### config.mk
export PLATFORM = sky130hd
export DESIGN_NAME = repetition_tx
export DESIGN_NICKNAME = d
export VERILOG_FILES = /design/src/rtl/rep_link_pkg.sv /design/src/rtl/rep_tx_counter.sv /design/src/rtl/repetition_tx.sv
export SDC_FILE = /design/constraint.sdc
export NUM_CORES = 1
export LEC_CHECK = 0
export BUFFER_PORTS_ARGS = -buffer_cell sky130_fd_sc_hd__buf_2
export CAP_MARGIN = 20
export CORE_MARGIN = 2
export CORE_UTILIZATION = 40
export CTS_CLUSTER_SIZE = 16
export DETAILED_ROUTE_END_ITERATION = 16
export HOLD_SLACK_MARGIN = 0.08
export PLACE_DENSITY = 0.62
export RECOVER_POWER = 50
export SYNTH_ARGS = -nofsm -noshare
export SYNTH_HDL_FRONTEND = slang
export SYNTH_SLANG_ARGS = --single-unit
### constraint.sdc
create_clock -name clk -period 3.3 [get_ports clk]
set_input_delay 0.66 -clock clk [delete_from_list [all_inputs] [get_ports clk]]
set_output_delay 0.66 -clock clk [all_outputs]
set_load 0.01 [all_outputs]
### src/rtl/rep_link_pkg.sv
// Shared definitions for the repetition-coded serial link (transmit and receive ends).
// Holds the FSM state type, default geometry and the counter-width helper.
// Chip grouping on the receive side uses the same REP and width rules.
package rep_link_pkg;

  // Transmitter control states
  typedef enum logic {
    IDLE = 1'b0,
    SEND = 1'b1
  } state_t;

  // Default link geometry: 8-bit words, 3 chips per bit
  localparam int DEF_DATA_W = 8;
  localparam int DEF_REP    = 3;

  // Counter width for counting 0..x-1. Never returns zero, so a
  // degenerate count of 1 still gets a legal 1-bit register.
  function automatic int cnt_width(input int x);
    return (x <= 2) ? 1 : $clog2(x);
  endfunction

endpackage

### src/rtl/rep_tx_counter.sv
// Two-level chip/bit position counter for the repetition transmitter.
// Latency: registered counts, chip_wrap/word_done are combinational from them.
// Backpressure: counts advance only when en (chip consumed) is high, otherwise hold.
module rep_tx_counter
  import rep_link_pkg::*;
#(
  parameter int DATA_W = DEF_DATA_W,
  parameter int REP    = DEF_REP
) (
  input  logic clk,
  input  logic rst,
  input  logic clr,
  input  logic en,
  output logic chip_wrap,
  output logic word_done
);

  localparam int RW = cnt_width(REP);
  localparam int BW = cnt_width(DATA_W);

  // Terminal values; counts compare for equality so non-power-of-2
  // REP or DATA_W never run past their last legal value.
  localparam logic [RW-1:0] REP_LAST = RW'(REP - 1);
  localparam logic [BW-1:0] BIT_LAST = BW'(DATA_W - 1);

  logic [RW-1:0] rep_cnt;
  logic [BW-1:0] bit_cnt;

  assign chip_wrap = (rep_cnt == REP_LAST);
  assign word_done = chip_wrap && (bit_cnt == BIT_LAST);

  // Inner count walks the chips of one bit; outer count walks the bits of the word
  always_ff @(posedge clk or posedge rst) begin
    if (rst) begin
      rep_cnt <= '0;
      bit_cnt <= '0;
    end else if (clr) begin
      rep_cnt <= '0;
      bit_cnt <= '0;
    end else if (en) begin
      if (chip_wrap) begin
        rep_cnt <= '0;
        bit_cnt <= word_done ? '0 : bit_cnt + BW'(1);
      end else begin
        rep_cnt <= rep_cnt + RW'(1);
      end
    end
  end

endmodule

### src/rtl/repetition_tx.sv
// Repetition-coded serializer: accepts a word, sends each bit LSB first as REP identical chips.
// Latency: first chip is presented the cycle after the word is accepted; DATA_W*REP chips per word.
// Backpressure: tx_ready low freezes chip, counters and shift register; in_ready reopens on the last chip.
module repetition_tx
  import rep_link_pkg::*;
#(
  parameter int DATA_W = DEF_DATA_W,
  parameter int REP    = DEF_REP
) (
  input  logic              clk,
  input  logic              rst,
  input  logic [DATA_W-1:0] in_data,
  input  logic              in_valid,
  output logic              in_ready,
  output logic              tx_bit,
  output logic              tx_valid,
  input  logic              tx_ready,
  output logic              tx_last,
  output logic              busy
);

  // The receiver resolves each chip group by majority, so an even group
  // could tie; reject such builds at elaboration.
  if ((REP < 1) || ((REP % 2) == 0)) begin : g_bad_rep
    $error("repetition_tx: REP must be odd and >= 1");
  end
  if (DATA_W < 1) begin : g_bad_width
    $error("repetition_tx: DATA_W must be >= 1");
  end

  state_t            state;
  state_t            state_next;
  logic [DATA_W-1:0] shreg;
  logic              accept;
  logic              consume;
  logic              chip_wrap;
  logic              word_done;

  // Handshake and chip outputs are all decoded from state/counters, so an
  // asynchronous reset drops tx_valid/tx_last/busy in the same cycle.
  assign tx_valid = (state == SEND);
  assign busy     = (state == SEND);
  assign tx_bit   = shreg[0];
  assign tx_last  = tx_valid && word_done;
  assign in_ready = (state == IDLE) || (tx_last && tx_ready);
  assign accept   = in_valid && in_ready;
  assign consume  = tx_valid && tx_ready;

  rep_tx_counter #(
    .DATA_W (DATA_W),
    .REP    (REP)
  ) u_cnt (
    .clk       (clk),
    .rst       (rst),
    .clr       (accept),
    .en        (consume),
    .chip_wrap (chip_wrap),
    .word_done (word_done)
  );

  // State register
  always_ff @(posedge clk or posedge rst) begin
    if (rst) begin
      state <= IDLE;
    end else begin
      state <= state_next;
    end
  end

  // Next state: a word accepted on the final chip keeps us in SEND with no bubble
  always_comb begin
    state_next = state;
    case (state)
      IDLE: begin
        if (accept) begin
          state_next = SEND;
        end
      end
      SEND: begin
        if (consume && word_done) begin
          state_next = accept ? SEND : IDLE;
        end
      end
      default: state_next = IDLE;
    endcase
  end

  // Shift register: load on accept, advance one bit after the last chip of each bit
  always_ff @(posedge clk or posedge rst) begin
    if (rst) begin
      shreg <= '0;
    end else if (accept) begin
      shreg <= in_data;
    end else if (consume && chip_wrap) begin
      shreg <= shreg >> 1;
    end
  end

endmodule
==> run_results.csv, run 1 <==
group,metric,value,unit
clock_tree,numCtsBuffers,3,
die,die_h,49.4,um
sta,timing.hold.ws,397,ps
layout,drive_gt1_frac,0.275,
placed_design,globalplace.congestion,0.833,
grt,met1_usage,0.213,
worst_setup_path,crit_path_end_kind,"output port",
status,status,"complete, no violations",
worst_setup_path,cpPeakStageDelay,410,ps
sta,min_period_over_period,0.725,
sta,max_freq,418,MHz
power_and_ir_drop,intPower,0.000388,W
clock_tree,post_cts_buffers,0,
synth,synth_flop_cell,"dfrtp_1",
worst_setup_path,start_kind,"flop",
clock_tree,cts-resized-gates,0,
synth,synthArstFlopShare,1.00,
die,boundaryPins,17,
route,wire_per_inst,15.1,um
layout,diodes,0,
sta,drv_slew,0,
layout,nNetsFinal,106,
layout,fin_util,0.460,
grt,grt_use_total,0.152,
sta,max_slew_margin,0.630,
worst_setup_path,regToRegEndpoint,"shreg[7]",
power_and_ir_drop,power_frac_comb,0.277,
synth,synth_top_family_by_area,"simple AND/OR/NAND/NOR gates",
synth,synth_fp_nets,93,
sta,finalSetupViolCount,0,
die,start_util,0.421,
clock_tree,root_buffer,"clkbuf_4",
worst_setup_path,cp_max_fo,8,
route,avgViaCountPerCell,5.66,
grt,grt.overflow.total,0,
synth,yosysMostFrequentCell,"nand3_1",
flow_run,max_cap_viol_count,0,
sta,fin_crit,2390,ps
worst_setup_path,critPathRequiredTime,2640,ps
clock_tree,clk_pin_slew,90,ps
synth,synth_area,826,um2
worst_setup_path,crit_top_cell,"ha_1",
placed_design,hpwlAfterDp,1180,um
worst_setup_path,ff2ff_path_depth,5,
power_and_ir_drop,p_sw,0.000189,W
sta,final.setup.tns,0,ps
grt,grt_pass1_wl,2770,um
route,drc,0,
worst_setup_path,crit_slowest_cell,"dfrtp_1",
grt,grt_antenna_before_repair,0,
clock_tree,cts_tree,"done",
synth,ys_warn_count,0,
die,fp.dieArea,0.00244,mm2
layout,n_fill_cell,206,
layout,syn_to_final_growth,9.39,%
synth,synth_compound_area_frac,0.195,
power_and_ir_drop,seqPwrFrac,0.500,
synth,synth_mux_area_frac,0.0182,
power_and_ir_drop,p_clk_frac,0.222,
route,vias,668,
power_and_ir_drop,p_leak,0.443,nW
clock_tree,ctsHoldBuffers,0,
sta,fin_skew,5.86,ps
die,die_w,49.4,um
worst_hold_path,hp-class,"in2async",
grt,grt_max_degree,16,
route,ant_nets,0,
power_and_ir_drop,netSwitchingFraction,0.327,
die,core,0.00196,mm2
route,wirelength,1780,um
synth,synthTopCellsByArea,"dfrtp_1, nand3_1, o2111ai_1",
worst_setup_path,r2r_slack,1640,ps
synth,synth_xor_xnor_area_share,0,
clock_tree,cts.sinks,14,
synth,synth_edf_count,0,
synth,synth.top_cells.by_count,"nand3_1, dfrtp_1, o2111ai_1, o211ai_1",
worst_setup_path,cp.arrival,1730,ps
worst_setup_path,path_cells,"ha_1 > ha_1 > nand4b_1 > nand2_2 > buf_2",
grt,met3_usage,0.0215,
route,drtPass1Iterations,4,
synth,ys_ff_latch,14,
sta,rsz0062_at_grt,"false",
sta,hold_viol_final,0,
synth,synth-simple-area-share,0.244,
synth,yosysSeqAreaShare,0.424,
sta,worst_pin_slew,554,ps
synth,synth_fa_ha_area_frac,0.0303,
synth,synth_cells,79,
grt,grt_use_met2,0.218,
worst_setup_path,critical_path_class,"reg2out",
worst_setup_path,r2r-start,"u_cnt.bit_cnt[0]",
power_and_ir_drop,peakVddDrop,0.000434,V
die,num_rows,16,
grt,busiest_layer,"met2",
clock_tree,clockBufferDepth,2,
grt,grt_pass1_vias,600,
power_and_ir_drop,cellPowerDensity,638,mW/mm2
placed_design,io_buffers,16,
clock_tree,clkLatencyLatePin,290,ps
synth,yosys.area.top_type,"dfrtp_1",
clock_tree,cts.htree.levels,1,
route,initialDrtViolationCount,16,
synth,yosysTopAreaCellShare,0.424,
synth,synth_cell_type_count,26,
synth,syn_avg_cell_area,10.5,um2
==> worst max-delay path, delay by kind of cell, from the launching register on <==
| family | cells | cell delay [ps] |
|---|---|---|
| buffers and inverters | 1 | 170 |
| adder cells (fa/ha/maj) | 2 | 440 |
| flip-flops | 1 | 410 |
| AND/OR/NAND/NOR | 2 | 420 |
==> kinds of logic after synthesis <==
logic type      Yosys count
simple gates             30
fa+ha+maj                 2
buf+inv                  12
compound gates           20
flops                    14
mux                       1
==> stage by stage <==
| stage | area, um2 | setup WS (ps) | cells | power [W] |
|---|---|---|---|---|
| finish | 903 | 908 | 118 | 0.000576 |
| CTS | 918 | 1040 | 118 | 0.000586 |
| global placement | 882 | 1380 | 114 | 0.000450 |
| detailed placement | 882 | 1350 | 114 | 0.000456 |
| floorplan | 826 | 1570 | 79 | 0.000425 |
| global route | 903 | 823 | 118 | 0.000614 |
==> worst max path at each step <==
stage,start,end,slack [ps],depth (start not counted)
2_1_floorplan,tx_ready,in_ready,1570,3
3_3_place_gp,tx_ready,in_ready,1380,4
3_5_place_dp,tx_ready,in_ready,1350,4
4_1_cts,busy,tx_last,1040,3
5_1_grt,u_cnt.bit_cnt[0],in_ready,820,5
6_report,u_cnt.bit_cnt[0],in_ready,910,5
==> final cells by class <==
cell class | instances | area, um2 | area share
clock buffer | 4 | 36.3 | 0.0402
timing repair buffer | 16 | 80.1 | 0.0886
sequential | 14 | 350 | 0.388
tap | 27 | 33.8 | 0.0374
inverter | 4 | 15.0 | 0.0166
multi-input combinational | 53 | 388 | 0.429
==> placed cells by master (no fill, tap or decap), types with 2 or more instances in the layout <==
cell type and count:
o211ai_1 7, nand3_1 15, dfrtp_1 14, nor2_1 2
clkbuf_4 3, a22o_1 2, buf_2 16, inv_1 4
ha_1 2, o2111ai_1 7, nand2_1 3
==> power groups by stage <==
stage,logic [W],clock network [W],registers [W]
2_1_floorplan,0.000156,0,0.000269
3_3_place_gp,0.000159,0,0.000291
3_5_place_dp,0.000163,0,0.000292
4_1_cts,0.000166,0.000132,0.000288
5_1_grt,0.000178,0.000140,0.000296
6_report,0.000160,0.000128,0.000288
==> layer usage <==
layer  vias to the layer above  share of wire
li1                        324              -
met1                       317           0.48
met2                        20           0.44
met3                         7          0.043
met4                         0          0.031
met5                         -              0
==> state kept, by name, summed over array words and instances (netlist names) <==
register and cells:
u_cnt.bit_cnt 3, busy 1, u_cnt.rep_cnt 2, shreg 8
Power figures use the tool's default switching activity.
==> inputs of run 2 (changes only) <==
--- a/config.mk
+++ b/config.mk
@@ -12,7 +12,7 @@
 export CTS_CLUSTER_SIZE = 16
 export DETAILED_ROUTE_END_ITERATION = 16
 export HOLD_SLACK_MARGIN = 0.08
-export PLACE_DENSITY = 0.62
+export PLACE_DENSITY = 0.65
 export RECOVER_POWER = 50
 export SYNTH_ARGS = -nofsm -noshare
 export SYNTH_HDL_FRONTEND = slang
==> constraint.sdc (replaced) <==
create_clock -name clk -period 2.19 [get_ports clk]
set_input_delay 0.438 -clock clk [delete_from_list [all_inputs] [get_ports clk]]
set_output_delay 0.438 -clock clk [all_outputs]
set_load 0.01 [all_outputs]
==> run 2 against run 1 <==
  * Register-to-register slack worse by 1000 ps
  * Via count rose by 4.0%
  * Largest cell class unchanged
  * Non-clock buffer count is 3 higher
  * Flip-flop and latch count unchanged
==> run_results.csv, run 2 (synthesis gave the netlist of run 1 again) <==
group,metric,value,unit
power_and_ir_drop,cellPowerDensity,897,mW/mm2
layout,diodes,0,
sta,final.setup.tns,0,ps
clock_tree,clockBufferDepth,2,
grt,grt_max_degree,15,
sta,fin_crit,1960,ps
worst_setup_path,start_kind,"flop",
route,drtPass1Iterations,4,
worst_setup_path,cp.arrival,1530,ps
worst_setup_path,cpPeakStageDelay,400,ps
placed_design,io_buffers,16,
worst_setup_path,crit_path_end_kind,"output port",
grt,grt_use_total,0.154,
worst_setup_path,crit_slowest_cell,"dfrtp_1",
worst_setup_path,path_cells,"ha_1 > ha_1 > nand4b_4 > nand2_2 > buf_2",
sta,max_slew_margin,0.633,
layout,largest_reg_flops,8,
placed_design,hpwlAfterDp,1220,um
worst_setup_path,r2r_slack,610,ps
layout,fin_util,0.471,
sta,drv_slew,0,
worst_setup_path,ff2ff_path_depth,5,
worst_setup_path,critical_path_class,"reg2out",
layout,syn_to_final_growth,11.8,%
worst_setup_path,cp_max_fo,8,
route,wire_per_inst,14.3,um
sta,max_freq,509,MHz
sta,worst_pin_slew,551,ps
die,die_w,49.4,um
grt,grt_antenna_before_repair,0,
die,fp.dieArea,0.00244,mm2
power_and_ir_drop,peakVddDrop,0.000396,V
sta,finalSetupViolCount,0,
worst_setup_path,regToRegEndpoint,"shreg[4]",
sta,fin_skew,7.94,ps
status,status,"complete, no violations",
layout,drive_gt1_frac,0.290,
die,num_rows,16,
clock_tree,cts.htree.levels,1,
sta,hold_viol_final,0,
sta,rsz0062_at_grt,"false",
route,drc,0,
clock_tree,clk_pin_slew,90,ps
clock_tree,clkLatencyLatePin,280,ps
placed_design,dpl-instance-area,905,um2
sta,min_period_over_period,0.896,
route,avgViaCountPerCell,5.79,
clock_tree,post_cts_buffers,0,
worst_setup_path,critPathRequiredTime,1750,ps
route,ant_nets,0,
placed_design,globalplace.congestion,0.779,
die,core,0.00196,mm2
layout,mostFrequentLayoutCells,"buf_2, nand3_1, dfrtp_1",
worst_setup_path,crit_top_cell,"ha_1",
die,boundaryPins,17,
clock_tree,numCtsBuffers,3,
grt,grt_pass1_vias,612,
layout,nNetsFinal,109,
layout,regMostFlops,"shreg",
layout,biggestRegsByFlops,"shreg: 8 flops, u_cnt.bit_cnt: 3 flops, u_cnt.rep_cnt: 2 flops",
clock_tree,cts-resized-gates,0,
route,initialDrtViolationCount,6,
grt,grt.overflow.total,0,
route,wirelength,1720,um
worst_hold_path,hp-class,"in2async",
flow_run,max_cap_viol_count,0,
placed_design,dp.cells,117,
clock_tree,cts_tree,"done",
grt,grt_pass1_wl,2900,um
die,die_h,49.4,um
route,vias,695,
power_and_ir_drop,p_leak,0.463,nW
layout,layout_commonest_cell,"buf_2",
clock_tree,ctsHoldBuffers,0,
placed_design,preCtsSetupSlack,532,ps
layout,multi_input_area,403,um2
sta,setup_slack,227,ps
clock_tree,cts.sinks,14,
layout,n_fill_cell,215,
worst_setup_path,r2r-start,"u_cnt.bit_cnt[0]",
layout,seq_area,350,um2
layout,design_area,923,um2
layout,fin_cells,120,
die,start_util,0.421,
clock_tree,root_buffer,"clkbuf_4",
==> run 2: where the power goes <==
part	internal (W)	total, W	switching (W)
Combinational	0.000139	0.000244	0.000105
Clock	0.0000638	0.000146	0.0000825
Sequential	0.000349	0.000438	0.0000887
Total	0.000552	0.000828	0.000276
==> run 2: area by class of cell <==
type,count,share of cell area
inverter,4,0.0163
sequential,14,0.379
clock buffer,3,0.0244
multi-input combinational,53,0.436
timing repair buffer,19,0.107
tap,27,0.0366
==> run 2: worst max path at each step <==
stage / startpoint / to / slack, ps / cells after the start
after floorplan: u_cnt.bit_cnt[0] / tx_last / 700 / 4
after global placement: u_cnt.bit_cnt[0] / in_ready / 550 / 5
after detailed placement: u_cnt.bit_cnt[0] / in_ready / 530 / 5
after CTS: u_cnt.bit_cnt[0] / in_ready / 220 / 5
after global routing: u_cnt.bit_cnt[0] / in_ready / 150 / 5
final: u_cnt.bit_cnt[0] / in_ready / 230 / 5
==> run 2: critical path: cells and delay by family, from the launching register on <==
family                   cells  cell delay (ps)
buffers and inverters        1              140
adder cells (fa/ha/maj)      2              460
AND/OR/NAND/NOR              2              250
flip-flops                   1              400
==> run 2: metal layers <==
metal	routed length [um]	GRT usage	part of all wire
met3	114	0.0491	0.066
met2	783	0.225	0.46
met1	811	0.223	0.47
met5	0	0	0
met4	6	0.0278	0.0035
==> run 2: through the flow <==
| step | total power [W] | hold slack, ps |
|---|---|---|
| after global placement | 0.000676 | 484 |
| after global routing | 0.000887 | 246 |
| after CTS | 0.000838 | 200 |
| after floorplan | 0.000641 | 327 |
| after detailed placement | 0.000689 | 485 |
| final | 0.000828 | 187 |
==> inputs of run 3 (changes only) <==
--- a/config.mk
+++ b/config.mk
@@ -11,6 +11,7 @@
 export CORE_UTILIZATION = 40
 export CTS_CLUSTER_SIZE = 16
 export DETAILED_ROUTE_END_ITERATION = 16
+export GPL_TIMING_DRIVEN = 0
 export HOLD_SLACK_MARGIN = 0.08
 export PLACE_DENSITY = 0.65
 export RECOVER_POWER = 50
==> run 3 against run 2 <==
  * Cell area up 3.5%
  * Critical path depth unchanged
  * Die area unchanged
  * Worst hold slack worse by 15 ps
  * First-iteration DRC count rose to 2.5 times the previous value
  * Register-to-register slack worse by 20 ps
  * Power up 2.5%
  * Maximum frequency down 2.0%
  * Critical path type unchanged
  * Largest cell class unchanged
==> run_results.csv, run 3 (synthesis gave the netlist of run 1 again) <==
group,metric,value,unit
status,status,"complete, no violations",
worst_setup_path,critPathRequiredTime,1750,ps
die,boundaryPins,17,
layout,multi_input_area,403,um2
worst_setup_path,cp.arrival,1570,ps
placed_design,dp.cells,121,
layout,diodes,0,
route,wire_per_inst,14.0,um
worst_hold_path,hp-class,"in2async",
clock_tree,ctsHoldBuffers,0,
sta,max_slew_margin,0.641,
power_and_ir_drop,finalPower,0.000849,W
clock_tree,clockBufferDepth,2,
placed_design,dpl-instance-area,935,um2
clock_tree,cts-resized-gates,0,
placed_design,hpwlAfterDp,1180,um
clock_tree,clkLatencyLatePin,290,ps
worst_setup_path,crit_path_end_kind,"output port",
power_and_ir_drop,power_frac_comb,0.338,
clock_tree,cts.sinks,14,
layout,seq_area,350,um2
route,initialDrtViolationCount,15,
sta,drv_slew,0,
clock_tree,clk_pin_slew,90,ps
placed_design,globalplace.congestion,0.735,
layout,mostFrequentLayoutCells,"buf_2, nand3_1, dfrtp_1",
grt,grt_antenna_before_repair,0,
layout,drive_gt1_frac,0.320,
layout,fin_cells,124,
power_and_ir_drop,seqPwrFrac,0.485,
clock_tree,post_cts_buffers,0,
worst_setup_path,cp_max_fo,8,
power_and_ir_drop,p_leak,0.482,nW
sta,fin_skew,12.8,ps
sta,finalSetupViolCount,0,
grt,grt.overflow.total,0,
die,die_w,49.4,um
layout,nNetsFinal,113,
grt,grt_max_degree,15,
layout,biggestRegsByFlops,"shreg: 8 flops, u_cnt.bit_cnt: 3 flops, u_cnt.rep_cnt: 2 flops",
layout,syn_to_final_growth,15.8,%
layout,fin_util,0.487,
layout,layout_commonest_cell,"buf_2",
grt,grt_pass1_wl,2990,um
clock_tree,root_buffer,"clkbuf_4",
placed_design,io_buffers,15,
sta,fin_crit,2000,ps
layout,regMostFlops,"shreg",
sta,max_freq,499,MHz
route,wirelength,1730,um
layout,largest_reg_flops,8,
die,num_rows,16,
clock_tree,numCtsBuffers,3,
route,avgViaCountPerCell,5.63,
sta,final.setup.tns,0,ps
route,drtPass1Iterations,4,
die,core,0.00196,mm2
worst_setup_path,critical_path_class,"reg2out",
die,start_util,0.421,
layout,design_area,956,um2
power_and_ir_drop,p_sw,0.000278,W
route,drc,0,
die,die_h,49.4,um
power_and_ir_drop,intPower,0.000570,W
route,ant_nets,0,
power_and_ir_drop,p_clk_frac,0.177,
worst_setup_path,r2r_slack,590,ps
power_and_ir_drop,peakVddDrop,0.000533,V
worst_setup_path,start_kind,"flop",
flow_run,max_cap_viol_count,0,
clock_tree,cts_tree,"done",
sta,rsz0062_at_grt,"false",
sta,worst_pin_slew,537,ps
grt,grt_use_total,0.160,
power_and_ir_drop,cellPowerDensity,888,mW/mm2
sta,hold_viol_final,0,
power_and_ir_drop,netSwitchingFraction,0.328,
route,vias,698,
layout,n_fill_cell,207,
die,fp.dieArea,0.00244,mm2
sta,min_period_over_period,0.915,
clock_tree,cts.htree.levels,1,
grt,grt_pass1_vias,647,
run 3: final timing paths:
path                             startpoint                to  cells past startpoint
max                        u_cnt.bit_cnt[0]          in_ready                      5
min                                     rst          shreg[4]                      2
max reg2reg                u_cnt.bit_cnt[0]          shreg[6]                      6
min reg2reg                        shreg[7]          shreg[7]                      1
max in group asynchronous               rst  u_cnt.rep_cnt[0]                      2
min in group clk                 in_data[1]          shreg[1]                      3
run 3: stage by stage:
stage	worst slack [ps]	hold slack (ps)
finish	187	172
floorplan	705	327
global route	84.6	232
detailed placement	510	491
global placement	523	490
CTS	197	202
run 3: cell type report:
type                    instances  share of cell area
plain buffers                   8              0.0589
inverters                       4              0.0157
well taps                      27              0.0353
flip-flops and latches         14               0.366
multi-input cells              53               0.421
repair buffers                 15              0.0785
clock buffers                   3              0.0236
run 3: metal layers:
layer / track usage / vias to the layer above / part of all wire
li1: - / 339 / -
met1: 0.217 / 327 / 0.48
met2: 0.239 / 28 / 0.45
met3: 0.0552 / 4 / 0.061
met4: 0.0509 / 0 / 0.014
met5: 0 / - / 0
run 3: worst max-delay path, stage by stage, from the launching register on:
cell      delay (ps)
dfrtp_1          410
ha_1             210
ha_1             260
nand4b_4         160
nand2_2           90
buf_2            170
run 3: power groups by stage:
| stage | logic (W) | registers, W | clock network [W] |
|---|---|---|---|
| after floorplan | 0.000235 | 0.000405 | 0 |
| after global placement | 0.000283 | 0.000414 | 0 |
| after detailed placement | 0.000289 | 0.000416 | 0 |
| after CTS | 0.000292 | 0.000411 | 0.000153 |
| after global routing | 0.000325 | 0.000422 | 0.000165 |
| final | 0.000287 | 0.000412 | 0.000150 |
